**src/rtl/ball_pkg.sv**
```systemverilog
// Shared definitions for the Breakout ball engine.
//
// Contents:
//   StServe/StMove/StLost : play-state encodings, also driven out on playState
//   DIR_POS/DIR_NEG       : per-axis direction encodings (positive = right/down)
//   SGN_GUARD, sgn_width  : guard bits for signed position arithmetic (POS_W + 2)
package ball_pkg;

  localparam logic [1:0] StServe = 2'd0;
  localparam logic [1:0] StMove  = 2'd1;
  localparam logic [1:0] StLost  = 2'd2;

  localparam logic DIR_POS = 1'b0;
  localparam logic DIR_NEG = 1'b1;

  // One bit for sign, one for headroom above 2^POS_W.
  localparam int unsigned SGN_GUARD = 2;

  function automatic int unsigned sgn_width(input int unsigned pos_w);
    return pos_w + SGN_GUARD;
  endfunction

endpackage

```
**src/rtl/ball_axis.sv**
```systemverilog
// One-axis ball step with wall clamp and reflection.
//
// Ports:
//   pos      in  current ball coordinate (left column or top row)
//   dir      in  direction, already including any pending brick flip
//   speed    in  pixels per frame
//   lo, hi   in  legal coordinate range of the ball's leading corner
//   nextPos  out stepped coordinate clamped into [lo, hi]
//   nextDir  out direction after reflection
//   nextRaw  out unclamped signed step result (POS_W + 2 bits)
//   hitLo    out step landed at or below lo
//   hitHi    out step landed at or above hi
module ball_axis
  import ball_pkg::*;
#(
  parameter int unsigned POS_W = 10,
  parameter int unsigned SPD_W = 3
) (
  input  logic                                  [POS_W-1:0] pos,
  input  logic                                              dir,
  input  logic                                  [SPD_W-1:0] speed,
  input  logic                                  [POS_W-1:0] lo,
  input  logic                                  [POS_W-1:0] hi,
  output logic                                  [POS_W-1:0] nextPos,
  output logic                                              nextDir,
  output logic signed [sgn_width(POS_W)-1:0]                nextRaw,
  output logic                                              hitLo,
  output logic                                              hitHi
);

  localparam int unsigned SW = sgn_width(POS_W);

  logic signed [SW-1:0] pos_s, spd_s, lo_s, hi_s, step_s;

  assign pos_s = $signed({2'b00, pos});
  assign spd_s = $signed({{(SW - SPD_W){1'b0}}, speed});
  assign lo_s  = $signed({2'b00, lo});
  assign hi_s  = $signed({2'b00, hi});

  assign step_s = (dir == DIR_NEG) ? (pos_s - spd_s) : (pos_s + spd_s);

  assign hitLo   = (step_s <= lo_s);
  assign hitHi   = (step_s >= hi_s);
  assign nextRaw = step_s;

  // Low wall wins if a degenerate range makes both true.
  always_comb begin
    nextPos = step_s[POS_W-1:0];
    nextDir = dir;
    if (hitLo) begin
      nextPos = lo;
      nextDir = DIR_POS;
    end else if (hitHi) begin
      nextPos = hi;
      nextDir = DIR_NEG;
    end
  end

endmodule

```
**src/rtl/ball_engine.sv**
```systemverilog
// Breakout ball engine: position, direction, speed and SERVE/MOVE/LOST play state.
// State advances once per frame on the cycle where (pixelY == TICK_LINE && pixelX == 0).
//
// Optional build macro: BALL_ENGINE_SPEED_RAMP_EN adds a paddle-hit counter that raises
// speed by one every RAMP_HITS paddle hits up to SPEED_MAX. Without it speed is SPEED_INIT.
//
// Ports:
//   clock, reset        pixel clock, asynchronous active-low reset
//   pixelX, pixelY      current scan position
//   paddleX             paddle left column
//   launch              serve request, sampled on a tick while in SERVE
//   brickHit/Side       brick collision pulse; side 0 flips Y, side 1 flips X
//   ballOn              current pixel lies inside the ball (combinational)
//   ballX, ballY        ball top-left corner
//   lostPulse           one-cycle pulse on entry to LOST
//   playState           0 = SERVE, 1 = MOVE, 2 = LOST
module ball_engine
  import ball_pkg::*;
#(
  parameter int unsigned POS_W        = 10,
  parameter int unsigned BALL_SIZE    = 10,
  parameter int unsigned FIELD_LEFT   = 32,
  parameter int unsigned FIELD_RIGHT  = 630,
  parameter int unsigned FIELD_TOP    = 22,
  parameter int unsigned FIELD_BOTTOM = 470,
  parameter int unsigned PADDLE_Y     = 450,
  parameter int unsigned PADDLE_W     = 64,
  parameter int unsigned SPEED_INIT   = 2,
  parameter int unsigned SPEED_MAX    = 6,
  parameter int unsigned RAMP_HITS    = 4,
  parameter int unsigned LOST_FRAMES  = 60,
  parameter int unsigned TICK_LINE    = 481
) (
  input  logic             clock,
  input  logic             reset,
  input  logic [POS_W-1:0] pixelX,
  input  logic [POS_W-1:0] pixelY,
  input  logic [POS_W-1:0] paddleX,
  input  logic             launch,
  input  logic             brickHit,
  input  logic             brickHitSide,
  output logic             ballOn,
  output logic [POS_W-1:0] ballX,
  output logic [POS_W-1:0] ballY,
  output logic             lostPulse,
  output logic [1:0]       playState
);

  localparam int unsigned SW    = sgn_width(POS_W);
  localparam int unsigned SpdW  = $clog2(SPEED_MAX + 1);
  localparam int unsigned LostW = $clog2(LOST_FRAMES + 1);

  localparam logic [POS_W-1:0] XLo    = POS_W'(FIELD_LEFT);
  localparam logic [POS_W-1:0] XHi    = POS_W'(FIELD_RIGHT - BALL_SIZE + 1);
  localparam logic [POS_W-1:0] YLo    = POS_W'(FIELD_TOP);
  localparam logic [POS_W-1:0] YHi    = POS_W'(FIELD_BOTTOM - BALL_SIZE + 1);
  localparam logic [POS_W-1:0] ServeY = POS_W'(PADDLE_Y - BALL_SIZE);
  localparam logic [POS_W:0]   BallEnd = (POS_W + 1)'(BALL_SIZE - 1);

  localparam logic [SpdW-1:0]  SpdInit  = SpdW'(SPEED_INIT);
  localparam logic [LostW-1:0] LostLast = LostW'(LOST_FRAMES - 1);

  localparam logic signed [SW-1:0] BallM1   = SW'(BALL_SIZE - 1);
  localparam logic signed [SW-1:0] PadYS    = SW'(PADDLE_Y);
  localparam logic signed [SW-1:0] PadM1    = SW'(PADDLE_W - 1);
  localparam logic signed [SW-1:0] ServeOff = SW'(PADDLE_W / 2 - BALL_SIZE / 2);
  localparam logic signed [SW-1:0] XLoS     = SW'(FIELD_LEFT);
  localparam logic signed [SW-1:0] XHiS     = SW'(FIELD_RIGHT - BALL_SIZE + 1);

  logic [1:0]       state_q, state_d;
  logic [POS_W-1:0] ball_x_q, ball_x_d, ball_y_q, ball_y_d;
  logic             dir_x_q, dir_x_d, dir_y_q, dir_y_d;
  logic             flip_x_q, flip_x_d, flip_y_q, flip_y_d;
  logic [LostW-1:0] lost_cnt_q, lost_cnt_d;
  logic             lost_pulse_q, lost_pulse_d;
  logic [SpdW-1:0]  speed;

  logic frame_tick;
  assign frame_tick = (pixelY == POS_W'(TICK_LINE)) && (pixelX == '0);

  // Pending brick flips take effect before this tick's step.
  logic eff_dir_x, eff_dir_y;
  assign eff_dir_x = dir_x_q ^ flip_x_q;
  assign eff_dir_y = dir_y_q ^ flip_y_q;

  logic [POS_W-1:0]    x_next, y_next;
  logic                x_dir_next, y_dir_next;
  logic signed [SW-1:0] x_raw, y_raw;
  logic                x_hit_lo, x_hit_hi, y_hit_lo, y_hit_hi;

  ball_axis #(
    .POS_W (POS_W),
    .SPD_W (SpdW)
  ) u_axis_x (
    .pos     (ball_x_q),
    .dir     (eff_dir_x),
    .speed   (speed),
    .lo      (XLo),
    .hi      (XHi),
    .nextPos (x_next),
    .nextDir (x_dir_next),
    .nextRaw (x_raw),
    .hitLo   (x_hit_lo),
    .hitHi   (x_hit_hi)
  );

  // Y high bound is the lost line, not a reflecting wall.
  ball_axis #(
    .POS_W (POS_W),
    .SPD_W (SpdW)
  ) u_axis_y (
    .pos     (ball_y_q),
    .dir     (eff_dir_y),
    .speed   (speed),
    .lo      (YLo),
    .hi      (YHi),
    .nextPos (y_next),
    .nextDir (y_dir_next),
    .nextRaw (y_raw),
    .hitLo   (y_hit_lo),
    .hitHi   (y_hit_hi)
  );

  logic unused_x;
  assign unused_x = ^{x_raw, x_hit_lo, x_hit_hi};

  logic signed [SW-1:0] bx_s, by_s, pad_s, srv_s;
  assign bx_s  = $signed({2'b00, ball_x_q});
  assign by_s  = $signed({2'b00, ball_y_q});
  assign pad_s = $signed({2'b00, paddleX});
  assign srv_s = pad_s + ServeOff;

  // Descending onto the paddle from strictly above it with overlapping columns.
  logic paddle_hit;
  assign paddle_hit = (eff_dir_y == DIR_POS) &&
                      (y_raw + BallM1 >= PadYS) &&
                      (by_s + BallM1 < PadYS) &&
                      (bx_s <= pad_s + PadM1) &&
                      (bx_s + BallM1 >= pad_s);

  logic [POS_W-1:0] serve_x;
  assign serve_x = (srv_s < XLoS) ? XLo :
                   (srv_s > XHiS) ? XHi : srv_s[POS_W-1:0];

`ifdef BALL_ENGINE_SPEED_RAMP_EN
  localparam int unsigned      HitW    = $clog2(RAMP_HITS + 1);
  localparam logic [HitW-1:0]  HitLast = HitW'(RAMP_HITS - 1);
  localparam logic [SpdW-1:0]  SpdMax  = SpdW'(SPEED_MAX);

  logic [SpdW-1:0] speed_q, speed_d;
  logic [HitW-1:0] hit_cnt_q, hit_cnt_d;

  assign speed = speed_q;

  always_comb begin
    speed_d   = speed_q;
    hit_cnt_d = hit_cnt_q;
    if (frame_tick) begin
      unique case (state_q)
        StServe: if (launch) speed_d = SpdInit;
        StMove: begin
          if (!y_hit_lo && paddle_hit) begin
            if (hit_cnt_q == HitLast) begin
              hit_cnt_d = '0;
              if (speed_q < SpdMax) speed_d = speed_q + 1'b1;
            end else begin
              hit_cnt_d = hit_cnt_q + 1'b1;
            end
          end
        end
        StLost: begin
          if (lost_cnt_q == LostLast) begin
            speed_d   = SpdInit;
            hit_cnt_d = '0;
          end
        end
        default: ;
      endcase
    end
  end

  always_ff @(posedge clock or negedge reset) begin
    if (!reset) begin
      speed_q   <= SpdInit;
      hit_cnt_q <= '0;
    end else begin
      speed_q   <= speed_d;
      hit_cnt_q <= hit_cnt_d;
    end
  end
`else
  assign speed = SpdInit;

  logic unused_ramp;
  assign unused_ramp = ^RAMP_HITS;
`endif

  always_comb begin
    state_d      = state_q;
    ball_x_d     = ball_x_q;
    ball_y_d     = ball_y_q;
    dir_x_d      = dir_x_q;
    dir_y_d      = dir_y_q;
    lost_cnt_d   = lost_cnt_q;
    lost_pulse_d = 1'b0;

    // Latches clear on a tick but a hit arriving in the tick cycle survives it.
    flip_x_d = frame_tick ? 1'b0 : flip_x_q;
    flip_y_d = frame_tick ? 1'b0 : flip_y_q;
    if (brickHit && (state_q == StMove)) begin
      if (brickHitSide) flip_x_d = 1'b1;
      else              flip_y_d = 1'b1;
    end

    if (frame_tick) begin
      unique case (state_q)
        StServe: begin
          ball_x_d = serve_x;
          ball_y_d = ServeY;
          if (launch) begin
            state_d = StMove;
            dir_x_d = DIR_POS;
            dir_y_d = DIR_NEG;
          end
        end
        StMove: begin
          ball_x_d = x_next;
          dir_x_d  = x_dir_next;
          ball_y_d = y_next;
          dir_y_d  = y_dir_next;
          if (!y_hit_lo) begin
            if (paddle_hit) begin
              ball_y_d = ServeY;
              dir_y_d  = DIR_NEG;
            end else if (y_hit_hi) begin
              state_d      = StLost;
              lost_pulse_d = 1'b1;
              lost_cnt_d   = '0;
            end
          end
        end
        StLost: begin
          if (lost_cnt_q == LostLast) begin
            state_d    = StServe;
            lost_cnt_d = '0;
          end else begin
            lost_cnt_d = lost_cnt_q + 1'b1;
          end
        end
        default: state_d = StServe;
      endcase
    end
  end

  always_ff @(posedge clock or negedge reset) begin
    if (!reset) begin
      state_q      <= StServe;
      ball_x_q     <= XLo;
      ball_y_q     <= ServeY;
      dir_x_q      <= DIR_POS;
      dir_y_q      <= DIR_NEG;
      flip_x_q     <= 1'b0;
      flip_y_q     <= 1'b0;
      lost_cnt_q   <= '0;
      lost_pulse_q <= 1'b0;
    end else begin
      state_q      <= state_d;
      ball_x_q     <= ball_x_d;
      ball_y_q     <= ball_y_d;
      dir_x_q      <= dir_x_d;
      dir_y_q      <= dir_y_d;
      flip_x_q     <= flip_x_d;
      flip_y_q     <= flip_y_d;
      lost_cnt_q   <= lost_cnt_d;
      lost_pulse_q <= lost_pulse_d;
    end
  end

  assign ballOn = (state_q != StLost) &&
                  ({1'b0, pixelX} >= {1'b0, ball_x_q}) &&
                  ({1'b0, pixelX} <= {1'b0, ball_x_q} + BallEnd) &&
                  ({1'b0, pixelY} >= {1'b0, ball_y_q}) &&
                  ({1'b0, pixelY} <= {1'b0, ball_y_q} + BallEnd);

  assign ballX     = ball_x_q;
  assign ballY     = ball_y_q;
  assign lostPulse = lost_pulse_q;
  assign playState = state_q;

endmodule

```
**config.mk**
```make
export PLATFORM = sky130hd
export DESIGN_NAME = ball_engine
export DESIGN_NICKNAME = d
export VERILOG_FILES = /design/src/rtl/ball_pkg.sv /design/src/rtl/ball_axis.sv /design/src/rtl/ball_engine.sv
export SDC_FILE = /design/constraint.sdc
export NUM_CORES = 1
export LEC_CHECK = 0
export ABC_AREA = 1
export BUFFER_PORTS_ARGS = -buffer_cell sky130_fd_sc_hd__buf_2
export CAP_MARGIN = 20
export CORE_MARGIN = 3
export CORE_UTILIZATION = 55
export CTS_BUF_LIST = sky130_fd_sc_hd__clkbuf_4 sky130_fd_sc_hd__clkbuf_8 sky130_fd_sc_hd__clkbuf_16
export DETAILED_ROUTE_END_ITERATION = 10
export PLACE_DENSITY = 0.74
export RECOVER_POWER = 25
export SYNTH_ARGS = -nofsm -noshare
export SYNTH_HDL_FRONTEND = slang
export SYNTH_HIERARCHICAL = 1
export SYNTH_SLANG_ARGS = --single-unit
```
**constraint.sdc**
```tcl
create_clock -name clock -period 5.45 [get_ports clock]
set_input_delay 0.2725 -clock clock [delete_from_list [all_inputs] [get_ports clock]]
set_output_delay 0.2725 -clock clock [all_outputs]
set_load 0.005 [all_outputs]
```
=== After elaboration in Yosys (flattened, before gate mapping) ===
Index checks and enable logic that the tools add are counted.

* Register bits after elaboration: 33
* Input port bits: 35

* $add $sub $neg: 12
* Order comparisons: 14
* Eq/ne operators: 10
* Mux-type cells: 44
* Bitwise gates (word level): 3
* Reductions and logical operators: 18

{| class="wikitable"
|+ Operators by type and width
! cell !! number
|-
| 10-bit two-way mux || 8
|-
| 10-bit by 4-bit adder with 11-bit output (second input constant) || 4
|-
| 10-bit case mux with 2 select lines || 2
|-
| 10-bit by 11-bit less-or-equal comparator with 1-bit output || 3
|-
| 12-bit by 10-bit greater-or-equal comparator with 1-bit output (second input constant) || 2
|-
| 12-bit two-way mux || 2
|-
| 6-bit two-way mux || 4
|-
| 10-bit by 2-bit adder with 11-bit output (second input constant) || 2
|-
| 10-bit by 2-bit subtractor with 11-bit output (second input constant) || 2
|-
| 10-bit greater-or-equal comparator || 2
|-
| 1-bit two-way mux || 19
|-
| 12-bit by 5-bit adder with 12-bit output (second input constant) || 1
|-
| 12-bit by 11-bit greater-or-equal comparator with 1-bit output (second input constant) || 1
|-
| 12-bit by 6-bit less-or-equal comparator with 1-bit output (second input constant) || 1
|-
| 12-bit by 7-bit less-or-equal comparator with 1-bit output (second input constant) || 1
|-
| 6-bit case mux with 2 select lines || 1
|-
| 10-bit by 5-bit adder with 11-bit output (second input constant) || 1
|-
| 10-bit by 6-bit adder with 11-bit output (second input constant) || 1
|-
| 11-bit by 10-bit greater-or-equal comparator with 1-bit output || 1
|-
| 11-bit by 10-bit greater-than comparator with 1-bit output (second input constant) || 1
|-
| 11-bit by 6-bit < comparator with 1-bit output (second input constant) || 1
|-
| 11-bit by 9-bit < comparator with 1-bit output (second input constant) || 1
|-
| 10-bit by 9-bit equality test with 1-bit output (second input constant) || 1
|-
| 1-bit logical AND || 10
|-
| 18 further kinds || 29
|}

=== Logic depth before layout (Yosys ltp) ===
Gate-level depths: netlist of the first run.

* Depth after elaboration: 12
* Mapped depth: 27
* Gate-level depth less buffers: 26

=== Modules after synthesis ===
Netlist of the first run, hierarchy kept.

{| class="wikitable"
|+ Modules (own cells, without submodules)
! module !! instances !! cells an instance !! area an instance (um2) !! sequential area each (um2)
|-
| ball_engine || 1 || 697 || 4,615.7 || 834.6
|-
| ball_axis || 2 || 251 || 1,383.8 || 0.0
|}

=== Worst setup path after synthesis of the first run ===
No wires, ideal clock.

* Kind: register to register
* Start: reg ball_y_q[1], in the netlist ballY[1]
* End: reg lost_cnt_q[2]
* Library setup time: 0.117 ns
* Data arrival time: 3.156 ns
* Data required time: 5.333 ns
* Setup slack: 2.178 ns
* Stages on the path, launching flop included: 23
* Clock period less this slack: 3.272 ns
* Path through: dfrtp_1 > fa_1 > nand2_1 > nand3_2 > nor2_2 > nand2_1 > nand2_1 > nand2_1 > xnor2_1 > ha_1 > nand2_1 > inv_1 > nand3_2 > inv_2 > nand3_1 > nand3_2 > buf_6 > nor2_1 > nand2_1 > o21ai_2 > nand2_4 > nand2_1 > nand2_1

* Elaborated cells between the ends (all ways): 17
* Those cells by class: add/sub: 4; order compare: 4; eq/ne: 3; mux: 1; reduce/logical: 5

{| class="wikitable"
|+ RTL lines
! item !! line !! RTL
|-
| start, declared || ball_engine.sv:71 || <nowiki>logic [POS_W-1:0] ball_x_q, ball_x_d, ball_y_q, ball_y_d;</nowiki>
|-
| start signal, assigned || ball_engine.sv:259 || <nowiki>ball_y_q <= ServeY;</nowiki>
|-
| start signal, assigned || ball_engine.sv:269 || <nowiki>ball_y_q <= ball_y_d;</nowiki>
|-
| 10-bit by 2-bit adder with 11-bit output / 10-bit by 2-bit subtractor with 11-bit output (equally long branches) || ball_axis.sv:40 || <nowiki>assign step_s = (dir == DIR_NEG) ? (pos_s - spd_s) : (pos_s + spd_s);</nowiki>
|-
| 12-bit two-way mux (*) || ball_axis.sv:40 ||
|-
| via y_raw[8] || ball_engine.sv:88 || <nowiki>logic signed [SW-1:0] x_raw, y_raw;</nowiki>
|-
| 12-bit by 6-bit less-or-equal comparator with 1-bit output (*) || ball_axis.sv:42 || <nowiki>assign hitLo = (step_s <= lo_s);</nowiki>
|-
| via y_hit_lo || ball_engine.sv:89 || <nowiki>logic x_hit_lo, x_hit_hi, y_hit_lo, y_hit_hi;</nowiki>
|-
| 2-bit != test (no source line) (*) || - ||
|-
| 5-bit AND reduction (no source line) (*) || - ||
|-
| end signal, assigned || ball_engine.sv:274 || <nowiki>lost_cnt_q <= lost_cnt_d;</nowiki>
|-
| end, declared || ball_engine.sv:74 || <nowiki>logic [LostW-1:0] lost_cnt_q, lost_cnt_d;</nowiki>
|}

The timed path passes the listed nets; every way through them passes the cells marked *.
A chain may end at the register's enable or synchronous reset.

=== Worst setup path in the final report of the first run ===
* Start: reg dir_y_q
* End: reg ball_y_q[2], in the netlist ballY[2]

* Elaborated cells between the ends (all ways): 16
* Those cells by class: add/sub: 1; order compare: 3; mux: 6; bitwise: 2; reduce/logical: 4

{| class="wikitable"
|+ RTL lines
! item !! line !! RTL
|-
| start, declared || ball_engine.sv:72 || <nowiki>logic dir_x_q, dir_x_d, dir_y_q, dir_y_d;</nowiki>
|-
| start signal, assigned || ball_engine.sv:271 || <nowiki>dir_y_q <= dir_y_d;</nowiki>
|-
| 1-bit XOR (*) || ball_engine.sv:84 || <nowiki>assign eff_dir_y = dir_y_q ^ flip_y_q;</nowiki>
|-
| via eff_dir_y || ball_engine.sv:82 || <nowiki>logic eff_dir_x, eff_dir_y;</nowiki>
|-
| 12-bit two-way mux (*) || ball_axis.sv:40 ||
|-
| via y_raw[8] || ball_engine.sv:88 ||
|-
| 12-bit by 6-bit less-or-equal comparator with 1-bit output (*) || ball_axis.sv:42 ||
|-
| via y_hit_lo || ball_engine.sv:89 ||
|-
| 10-bit two-way mux || ball_axis.sv:50 || <nowiki>if (hitLo) begin</nowiki>
|-
| 10-bit two-way mux || ball_engine.sv:232 || <nowiki>if (paddle_hit) begin</nowiki>
|-
| 10-bit two-way mux (*) || ball_engine.sv:231 || <nowiki>if (!y_hit_lo) begin</nowiki>
|-
| 10-bit case mux with 2 select lines (*) || ball_engine.sv:216 || <nowiki>unique case (state_q)</nowiki>
|}

Marked as above.

==> summary by stage, run 1 <==
Clock tree
The clock root buffer is sky130_fd_sc_hd__clkbuf_16. Post-CTS timing repair inserted 0 buffers for setup. The clock net in this run drives a total of 33 sinks. After clock tree synthesis, the clock-pin slew on the worst setup and hold paths is 0.06 ns. The count of instances resized after the clock tree is built is 0. In this run, post-CTS hold repair placed 0 buffers. TritonCTS built the clock tree.

At the later pin of the worst-skew pair, clock insertion delay measures roughly 0.28 ns. TritonCTS created 5 clock buffers. Counting along the longest clock path gives a buffer depth of 2.

The maximum level of the CTS H-tree is 2.

STA
Setup total negative slack on the finished layout was measured at 0 ns. The final-report hold violation count is 0. The clock period minus final worst setup slack is 4.03 ns. The maximum clock frequency is 0.248 GHz. The total count of max-transition violations in the final report is 34. For the pin with the worst max-slew slack, the measured transition is 1.81 ns. The clock skew after layout is 0.00320 ns. The final number of setup-violating endpoints is 0. Setup slack closes at 1.42 ns. In this run the tightest slew margin relative to its limit is -20.3%. Setup repair after global routing left no endpoint under its margin.

The part of the cycle the worst path needs is 74.0%.

Drt
The routed wire length is roughly 19000 um. In the final routed layout, each cell accounts on average for about 13 um. After the first detailed-routing iteration, the DRC count stood at 447. The remaining antenna violation count after routing is 0. The final routed DRC violation total is 0. The routed layout has 7727 vias. Dividing the detail-routed via count by the number of cells gives 5.12.

The number of iterations in the first detailed-routing pass is 5.

Die
The number of I/O pins is 59. The total die area is 14800 um2. Once the floorplan was initialized, standard cells occupied a little under three fifths of the core. The y dimension of the die is 122 um. The initialized floorplan defines 41 standard-cell rows. The region available for standard cell placement spans 12900 um2. From left edge to right edge, the die measures 122 um.

Placement
Buffers placed on the I/O ports in this run total 58. The setup slack at placement is 1.46 ns. The count of placed standard cells including taps is 1502. Detailed placement ended at an HPWL of roughly 16000 um.

The final weighted congestion in routability-driven placement is 0.905. The placed cell area is 8110 um2.

Status
The run finished, with violations left. The checks that failed: capacitance limit, slew limit.

Worst setup path
The type of the worst setup path is reg2reg. The delay contributed by the slowest stage of the critical path is 0.73 ns. In this run the worst path has a maximum fanout of 13. For this design, the slowest cell found on the critical path is sky130_fd_sc_hd__xor2_1. The signal on the critical path passes through xor2_1 > inv_2 > a21oi_1 > nand2_1 > xnor2_1 > ha_1 > nand2_1 > inv_1 > nand3_2 > inv_2 > nand3_1 > nand3_2 > inv_1 > nand4_2 > nand3_1 > o21ai_1. Data on the critical path is required at its endpoint by 5.59 ns. The worst setup path is launched from a flop. The worst setup path is captured at a flop. For the worst setup path, the data arrival time is 4.18 ns.

Synthesis
The count of synthesis-stage warnings from yosys is 6. The post-synthesis cell count is 1197. The synthesized area per cell is 6.16 um2. The post-synthesis instance area is 7380 um2.

GRT
The global-route wire length before repair is about 32000 um. The remaining global-route overflow is 0. The total global routing track utilization is between 20% and 30%. The number of antenna violations at the first check in global routing is 0.

The maximum number of pins on one net before global-route repair is 34. The number of global-route vias before repair is 6982.

Cells and area
The final instance count without filler cells is 1510. The growth of design area from synthesis to finish is 12.3%. The net count of the finished layout is ~1.5k.

Summing all non-filler instances in the final layout gives an area of between 8000 and 9000 um2. The final antenna diode count is 0. The share of layout cells above drive strength 1 is 12.0%.

Worst hold path
The worst min-delay path class is in2reg.

Power and ir drop
The ratio of total power to cell area is 109 nW/um2. The worst supply voltage drop on vdd is 107 uV. The reported leakage power is ~4.9 nW.

Run
Max-cap violations in this run came to 1.
## power by group
group / internal (mW) / switching (mW) / total, mW
Sequential: 0.245 / 0.00000165 / 0.245
Combinational: 0.112 / 0.209 / 0.320
Clock: 0.228 / 0.111 / 0.339
## layout make-up
type                            count  area [um2]
Tap cell                          172         215
Timing Repair Buffer               59         297
Sequential cell                    33         835
Fill cell                        1305        4600
Clock inverter                      2        37.5
Clock buffer                        6         139
Multi-Input combinational cell   1052        6060
Inverter                          186         701
## worst paths after layout
kind | end | cells after the start | slack [ns] | startpoint
max in group asynchronous | ballX[4] | 1 | 3.94 | reset
max reg2reg | ballY[2] | 16 | 1.42 | dir_y_q
min | flip_y_q | 2 | 0.23 | brickHitSide
min reg2reg | dir_y_q | 2 | 0.48 | dir_y_q
min in group asynchronous | ballY[6] | 1 | 0.48 | reset
max | ballY[2] | 16 | 1.42 | dir_y_q
## state kept, by name (all words and copies together) (netlist names)
name        cells
ballX          10
dir_x_q         1
lost_cnt_q      6
ballY          10
flip_y_q        1
dir_y_q         1
flip_x_q        1
lostPulse       1
playState       2
## worst max-delay path: cells and delay by family (launching register included)
| kind | cells | cell delay, ns |
|---|---|---|
| xor gates and xnor gates | 2 | 1.23 |
| AOI/OAI and AO/OA | 2 | 0.26 |
| buffers and inverters | 4 | 0.39 |
| DFF | 1 | 0.54 |
| and+or+nand+nor | 7 | 1.12 |
| adders and majority gates | 1 | 0.35 |
## per-layer routing
layer	global-route usage [%]	routed length, um	share of wire [%]	vias to the layer above
li1	-	-	-	4047
met1	36.1	9040	46	3437
met2	45.1	8990	46	209
met3	2.69	981	5.0	34
met4	7.49	481	2.5	0
met5	0	0	0	-
## per-stage QoR
step | hold WS [ns] | power [mW] | utilization (%)
2_1_floorplan | -0.0231 | 0.490 | -
3_3_place_gp | 0.381 | 0.561 | 62.9
3_5_place_dp | 0.377 | 0.565 | 62.9
4_1_cts | 0.0824 | 0.902 | 64.3
5_1_grt | 0.247 | 0.970 | 64.3
6_report | 0.231 | 0.905 | 64.3
## cells in the final DEF (no fill, tap or decap), types with 17 or more instances in the layout
master,instances
sky130_fd_sc_hd__nand2_1,367
sky130_fd_sc_hd__inv_1,170
sky130_fd_sc_hd__ha_1,119
sky130_fd_sc_hd__nor2_1,108
sky130_fd_sc_hd__conb_1,94
sky130_fd_sc_hd__nand3_1,91
sky130_fd_sc_hd__buf_2,57
sky130_fd_sc_hd__a21oi_1,53
sky130_fd_sc_hd__nand4_1,30
sky130_fd_sc_hd__xor2_1,28
sky130_fd_sc_hd__dfrtp_1,26
sky130_fd_sc_hd__o21ai_0,23
sky130_fd_sc_hd__nand2_2,17
(Power assumes the default switching activity.)
==> run 2: changes to the inputs <==
PLACE_DENSITY = 0.77   (was 0.74)
clock period = 3.5 ns   (was 5.45 ns; I/O delays follow)
==> run 2 against run 1 <==
Effect of this change:
- the run still ends with capacitance limit, slew limit left
- total power grew 49%
- final cell count grew 2.0%
- global-route usage grew 0.57 points
- sequential power grew 56%
- register-to-register slack lost 1.2 ns
- utilization grew 2.2 points
- first-iteration DRC count grew 24%
- sequential share of layout area shrank 0.31 points
- non-clock buffer count grew 30
- setup slack lost 1.2 ns
- hold slack lost 0.092 ns
- wire length grew 2.4%
==> summary by stage, run 2 (same netlist as run 1, synthesis figures left out) <==
Status
The run finished, with violations left. The checks that failed: capacitance limit, slew limit.

Die
The number of cell rows is 41. The floorplan step set the die height to 122 um. Pin placement for this block handled approximately 60 I/O pins. Once the floorplan was initialized, standard cells occupied 57.3% of the core. The core footprint is 12900 um2. From left edge to right edge, the die measures roughly 120 um. The die covers 14800 um2.

Drt
The final routed DRC violation total is 0. Dividing the detail-routed wire length by the instance count gives 13.0 um. The routed design has 20000 um of wire. The via count is 7959. The DRC marker count from the first detailed-route iteration is ~550. The mean number of vias per cell is 5.17. The remaining antenna violation count after routing is 0.

The number of iterations in the first detailed-routing pass is 5.

Worst setup path
In this run the critical register-to-register path is captured at lost_cnt_q[0]. The register-to-register setup slack is 0.26 ns. The worst setup path is captured at a flop.

For the worst setup path, the data arrival time is between 3 and 4 ns. The critical path launch point type is a flop. For the worst flop-to-flop path, the logic depth is 18. The capture point of the worst path is lost_cnt_q[0]. At the worst endpoint, the required time is between 3 and 4 ns. The highest net fanout along the worst path is 7. The type of the worst setup path is reg2reg. The startpoint of the worst-slack reg-to-reg timing path is ballY[1]. The critical path startpoint is ballY[1].

GRT
After global routing the overflow that remains totals 0. The first global-routing pass estimated 33000 um of wire. The number of antenna violations at the first check in global routing is 0.

The number of global-route vias before repair is 7119. The maximum number of pins on one net before global-route repair is 34. Global routing used 27.2% of the available tracks.

Clock tree
The clock net in this run drives a total of 33 sinks. Counting along the longest clock path gives a buffer depth of 2. Clock-pin slew was measured on the worst setup and hold paths at 0.06 ns. The tree is rooted in a sky130_fd_sc_hd__clkbuf_16.

CTS built an H-tree with a depth of 2. The TritonCTS clock tree is built. The TritonCTS buffer count is 5. The latest clock arrival within the worst-skew pair is 0.28 ns.

STA
The least setup slack across all paths after layout is 0.259 ns. Setup violations remaining at the end of the flow were counted as 0. Timing would allow up to between 0.3 and 0.4 GHz. The final-report hold violation count was 0. The total count of max-transition violations in the final report is 34.

The part of the cycle the worst path needs is 92.6%. The worst pin sits at a relative slew slack of -22.5%. Setup repair after global routing could not meet its margin everywhere. The clock period minus final worst setup slack is 3.24 ns.

The clock skew after layout is 0.00872 ns. The actual transition at the worst max-transition pin is 1.84 ns.

Power and ir drop
The worst supply voltage drop on vdd is roughly 140 uV. In this run the power density over the cells is ~160 nW/um2. For this design the static power due to leakage is 5.00 nW. Power comes to 1.34 mW.

Cells and area
Across the whole layout, storage elements account for between 800 and 900 um2. The final standard cell utilization of the core is 66.5%. The layout filler cell count is 1221. Cells with a size suffix above 1 make up 14.6% of the layout. The growth of design area from synthesis to finish is 16.1%. The net total in the final layout is 1525. Summing all multi-input logic gate instances after layout gives just over 6000 um2. The most common cell after layout, fill and taps aside is sky130_fd_sc_hd__nand2_1. Leaving out fill and tap cells, the most frequent cells in the layout are 365 x sky130_fd_sc_hd__nand2_1, 170 x sky130_fd_sc_hd__inv_1, 118 x sky130_fd_sc_hd__ha_1. The final antenna diode count is 0.

Run
The number of maximum-capacitance violations is 1.

Placement
Detailed placement ended at an HPWL of roughly 16000 um. The count of buffers added on input and output ports is 58. The congestion estimate from routability-driven global placement came to 0.987. The setup slack at placement is 0.0859 ns.

Worst hold path
The cell count of the worst hold path is 2. The tightest min-delay check is of the in2reg type.
-- run 2: changes by cell type in the layout (fill, tap and decap cells not counted), moves of 2 or more --
| cell | change |
|---|---|
| sky130_fd_sc_hd__xor2_1 | -3 |
| sky130_fd_sc_hd__xor2_2 | +3 |
| sky130_fd_sc_hd__nand2_4 | +2 |
| sky130_fd_sc_hd__nand2_1 | -2 |
| sky130_fd_sc_hd__fa_2 | +2 |
| sky130_fd_sc_hd__fa_1 | -2 |
| sky130_fd_sc_hd__buf_4 | +27 |
| sky130_fd_sc_hd__o21ai_1 | +2 |
| sky130_fd_sc_hd__o21ai_0 | -2 |
| sky130_fd_sc_hd__dfrtp_1 | -2 |
| sky130_fd_sc_hd__clkinv_2 | +2 |
| sky130_fd_sc_hd__dfrtp_2 | +2 |
| sky130_fd_sc_hd__clkbuf_1 | +2 |
-- run 2: per-stage QoR --
| step | setup TNS [ns] | instance area (um2) | hold WS, ns | std cells |
|---|---|---|---|---|
| after global placement | 0 | 8310 | 0.287 | 1529 |
| after floorplan | 0 | 7720 | -0.121 | 1289 |
| final | 0 | 8570 | 0.139 | 1540 |
| after CTS | 0 | 8460 | 0.125 | 1538 |
| after global routing | -0.0287 | 8570 | 0.162 | 1540 |
| after detailed placement | 0 | 8310 | 0.294 | 1529 |
-- run 2: critical path: stages (launching register included) --
cell,delay (ns)
sky130_fd_sc_hd__dfrtp_2,0.45
sky130_fd_sc_hd__buf_4,0.17
sky130_fd_sc_hd__ha_1,0.19
sky130_fd_sc_hd__a21oi_1,0.13
sky130_fd_sc_hd__nand2_1,0.12
sky130_fd_sc_hd__o21ai_1,0.17
sky130_fd_sc_hd__xor2_1,0.12
sky130_fd_sc_hd__ha_1,0.31
sky130_fd_sc_hd__nand2_1,0.08
sky130_fd_sc_hd__o21ai_0,0.37
sky130_fd_sc_hd__nand3_1,0.15
sky130_fd_sc_hd__nand2_2,0.11
sky130_fd_sc_hd__nand3_2,0.11
sky130_fd_sc_hd__nor2_4,0.16
sky130_fd_sc_hd__nand2_2,0.10
sky130_fd_sc_hd__o21ai_4,0.15
sky130_fd_sc_hd__nand2_4,0.12
sky130_fd_sc_hd__nand2_1,0.07
sky130_fd_sc_hd__nand2_1,0.05
-- run 2: worst min path at each step --
stage / to / slack [ns] / startpoint
2_1_floorplan: ballX[0] / -0.12 / reset
3_5_place_dp: lostPulse / 0.29 / reset
5_1_grt: flip_y_q / 0.16 / brickHitSide
3_3_place_gp: lostPulse / 0.29 / reset
6_report: flip_y_q / 0.14 / brickHitSide
4_1_cts: flip_y_q / 0.12 / brickHitSide
-- run 2: area by class of cell --
class,instances,share of cell area (%)
sequential,33,9.77
inverter,186,8.18
clock inverter,2,0.117
clock buffer,6,1.55
multi-input combinational,1052,71.8
timing repair buffer,89,6.10
tap,172,2.51
-- run 2: what timing repair did --
action | CTS | global route
resized for setup | 0 | 22
hold buffers | 1 | 0
setup endpoints to repair | 0 | 29
buffers inserted | 0 | 2
endpoints found under the hold margin | 9 | 0
-- run 2: metal layers --
metal	vias to the layer above	track usage (%)	wire length (um)
li1	4116	-	-
met1	3528	36.8	9080
met2	263	45.3	9050
met3	52	3.06	1230
met4	0	8.82	605
met5	-	0	0
-- run 2: power breakdown --
group          leakage (nW)  internal [mW]  switching, mW
Combinational          4.54          0.192          0.339
Clock                0.0740          0.269          0.162
Sequential            0.382          0.382     0.00000214
Total                  5.00          0.843          0.500
==> run 3: changes to the inputs <==
CORE_UTILIZATION = 39   (was 55)
PLACE_DENSITY = default   (was 0.77)
==> run 3 against run 2 <==
Effect of this change:
- the flow still finishes with violations (capacitance limit, slew limit)
- sequential share of layout area decreased by 0.070 points
- non-clock buffer count is the same
- final cell count is 3.7% higher
- count of clock-buffer cells in the layout is 1 lower
- combinational power about the same
- critical path depth is 2 higher
- wire length grew 2.7%
- clock power up 2%
- flip-flop and latch count stayed put
- die area rose by 39%
- largest power group unchanged
==> summary by stage, run 3 (same netlist as run 1, synthesis figures left out) <==
Power and ir drop
Across the VDD grid, the largest voltage drop is ~160 uV. The reported leakage power is 5.01 nW. The ratio of total power to cell area is ~160 nW/um2.

Drt
In the routed design, unresolved DRC markers number 0. The remaining antenna violation count after routing is 0. Dividing the detail-routed via count by the number of cells gives 4.83. The DRC marker count from the first detailed-route iteration is 418. The routed length per instance is 12.8 um. For this block, the routed nets add up to 20500 um of wire. The detailed router placed 7711 vias in this run. The number of iterations in the first detailed-routing pass is 5.

Cells and area
Leaving out fill and tap cells, the most frequent cell in the layout is sky130_fd_sc_hd__nand2_1. The area of all sequential standard cells is 836 um2. In the layout the commonest cells are 366 x sky130_fd_sc_hd__nand2_1, 170 x sky130_fd_sc_hd__inv_1, 119 x sky130_fd_sc_hd__ha_1.

The finished layout holds around 1.6k standard cells, fillers aside. The area of combinational cells with multiple inputs is 6130 um2. Compared with the post-synthesis result, the final layout area differs by 16.8%.

Cells with a size suffix above 1 make up 14.5% of the layout. In the final design database the tool counted 1525 nets. The layout filler cell count is 1984. 0 antenna diodes ended up in the layout.

GRT
The total global routing track utilization is 19.9%. The first global-routing pass estimated ~34000 um of wire. The number of antenna violations at the first check in global routing is 0. The number of global-route vias before repair came to 7015. The total overflow left after global routing is 0. The maximum number of pins on one net before global-route repair is 34.

STA
Summed over all failing endpoints, the final setup total negative slack is 0 ns. The clock skew after layout is 0.00671 ns. At the pin with the least slew margin, the transition time is 1.99 ns. The total count of max-transition violations in the final report is 34. Setup violations remaining at the end of the flow were counted as 0. Timing would allow up to 0.313 GHz.

The remaining max-slew budget at the tightest pin is -32.5%. In the finished design, the share of the clock period the worst path needs comes to between 90 and 100%. Setup repair after global routing left no endpoint under its margin.

The worst path needs 3.19 ns of the cycle, external delays included. The final-report hold violation count is 0.

Run
Across the run, the number of max-cap violations was 1.

Worst setup path
The element type at the critical path end is a flop. Along the worst path, the maximum fanout reaches 8. The type of the worst setup path is reg2reg. STA puts the critical path data arrival time at between 3 and 4 ns. The endpoint required time on the critical path is 3.67 ns. For the worst flop-to-flop path, the logic depth is 20. STA classifies the critical path startpoint as a flop.

Clock tree
After clock tree synthesis, the clock-pin slew on the worst setup and hold paths is 0.06 ns. The maximum buffer depth of the clock tree is 2. The tree is rooted in a sky130_fd_sc_hd__clkbuf_16. TritonCTS built the clock tree. For this design, the CTS-stage hold fixing added 0 buffers. For this design, the sink count on the clock tree is 33. The later pin in the worst-skew pair is clocked with a latency of approximately 0.28 ns. The number of clock buffers added by TritonCTS is 5. CTS built an H-tree with a depth of 2.

Die
The floorplan step set the die width to 144 um. The total die area is 20600 um2. The floorplan has 49 rows. After floorplanning, the core was sized to cover between 15000 and 20000 um2. The y dimension of the die is between 100 and 150 um. The number of I/O pins is 59. The initial utilization of the core area, before any placement, comes to between 40% and 50%.

Worst hold path
The worst min-delay path class is in2reg. Counting instances, the worst hold path has a depth of 2.

Placement
Including well taps, the total number of placed cells is 1588. The number of buffers added on ports is a little under 60. Detailed placement finished with a half-perimeter wire length of 17200 um. Routability-driven placement finished with a final weighted congestion of 0.914.

Status
The checks that failed: capacitance limit, slew limit. The flow ran to the end, but the final reports show violations.
## run 3: cell types whose count changed in the layout (fill, tap and decap cells not counted), moves of 2 or more
cell	change
sky130_fd_sc_hd__fa_1	+2
sky130_fd_sc_hd__clkbuf_1	-2
sky130_fd_sc_hd__xor2_1	+2
sky130_fd_sc_hd__buf_4	+3
sky130_fd_sc_hd__xor2_2	-2
sky130_fd_sc_hd__fa_2	-2
## run 3: final timing paths
check / slack, ns / startpoint / to
max: 0.31 / ballY[1] / lost_cnt_q[1]
min: 0.13 / brickHitSide / flip_y_q
max reg2reg: 0.31 / ballY[1] / lost_cnt_q[1]
min reg2reg: 0.48 / dir_y_q / dir_y_q
max in group asynchronous: 1.77 / reset / ballY[1]
min in group asynchronous: 0.45 / reset / ballY[1]
## run 3: stage by stage
stage                     total power, mW  worst slack [ns]  hold slack (ns)  utilization [%]  cell area (um2)
after floorplan                     0.762             0.228           -0.121                -             7720
after global placement              0.898             0.117            0.311             45.9             8390
after detailed placement            0.905            0.0854            0.310             45.9             8390
after CTS                            1.34            0.0635           0.0139             46.7             8540
after global routing                 1.46          0.000795            0.172             47.2             8620
final                                1.35             0.306            0.134             47.2             8620
## run 3: what timing repair did
action                                 CTS  global route
setup endpoints to repair                0            30
resized for setup                        0            16
setup buffers                            0             1
endpoints found under the hold margin    0             0
## run 3: layout make-up
| class | instances | area share, % |
|---|---|---|
| clock buffers | 5 | 1.45 |
| inverters | 186 | 8.13 |
| multi-input cells | 1052 | 71.1 |
| clock inverters | 3 | 0.203 |
| flip-flops and latches | 33 | 9.70 |
| well taps | 229 | 3.33 |
| repair buffers | 89 | 6.06 |
## run 3: power by group
part	leakage, nW	internal [mW]	switching (mW)	total (mW)
sequential	0.384	0.382	0.00000212	0.382
combinational	4.55	0.192	0.338	0.530
clock	0.0696	0.261	0.178	0.439
total	5.01	0.835	0.516	1.35
## run 3: per-layer routing
metal | share of wire (%) | GRT usage (%) | vias to the layer above | wire (um)
met3 | 4.4 | 1.70 | 21 | 898
li1 | - | - | 4119 | -
met2 | 45 | 33.2 | 169 | 9320
met4 | 1.3 | 3.96 | 0 | 265
met5 | 0 | 0 | - | 0
met1 | 49 | 28.3 | 3402 | 10000
## run 3: worst max-delay path, stage by stage, from the launching register on
cell and delay, ns:
sky130_fd_sc_hd__dfrtp_2 0.44, sky130_fd_sc_hd__fa_1 0.45, sky130_fd_sc_hd__nand2_1 0.08, sky130_fd_sc_hd__nand2_1 0.11, sky130_fd_sc_hd__nand3_1 0.09, sky130_fd_sc_hd__o21ai_0 0.10, sky130_fd_sc_hd__xor2_1 0.16, sky130_fd_sc_hd__inv_1 0.20
sky130_fd_sc_hd__buf_4 0.20, sky130_fd_sc_hd__nand2_1 0.06, sky130_fd_sc_hd__nor2_1 0.09, sky130_fd_sc_hd__nand3_1 0.09, sky130_fd_sc_hd__nand3_1 0.08, sky130_fd_sc_hd__nand2_1 0.07, sky130_fd_sc_hd__nor2_2 0.09, sky130_fd_sc_hd__nand2_2 0.06
sky130_fd_sc_hd__nor2_4 0.14, sky130_fd_sc_hd__buf_4 0.16, sky130_fd_sc_hd__nand4_4 0.16, sky130_fd_sc_hd__nand3b_1 0.17, sky130_fd_sc_hd__nand2_1 0.06
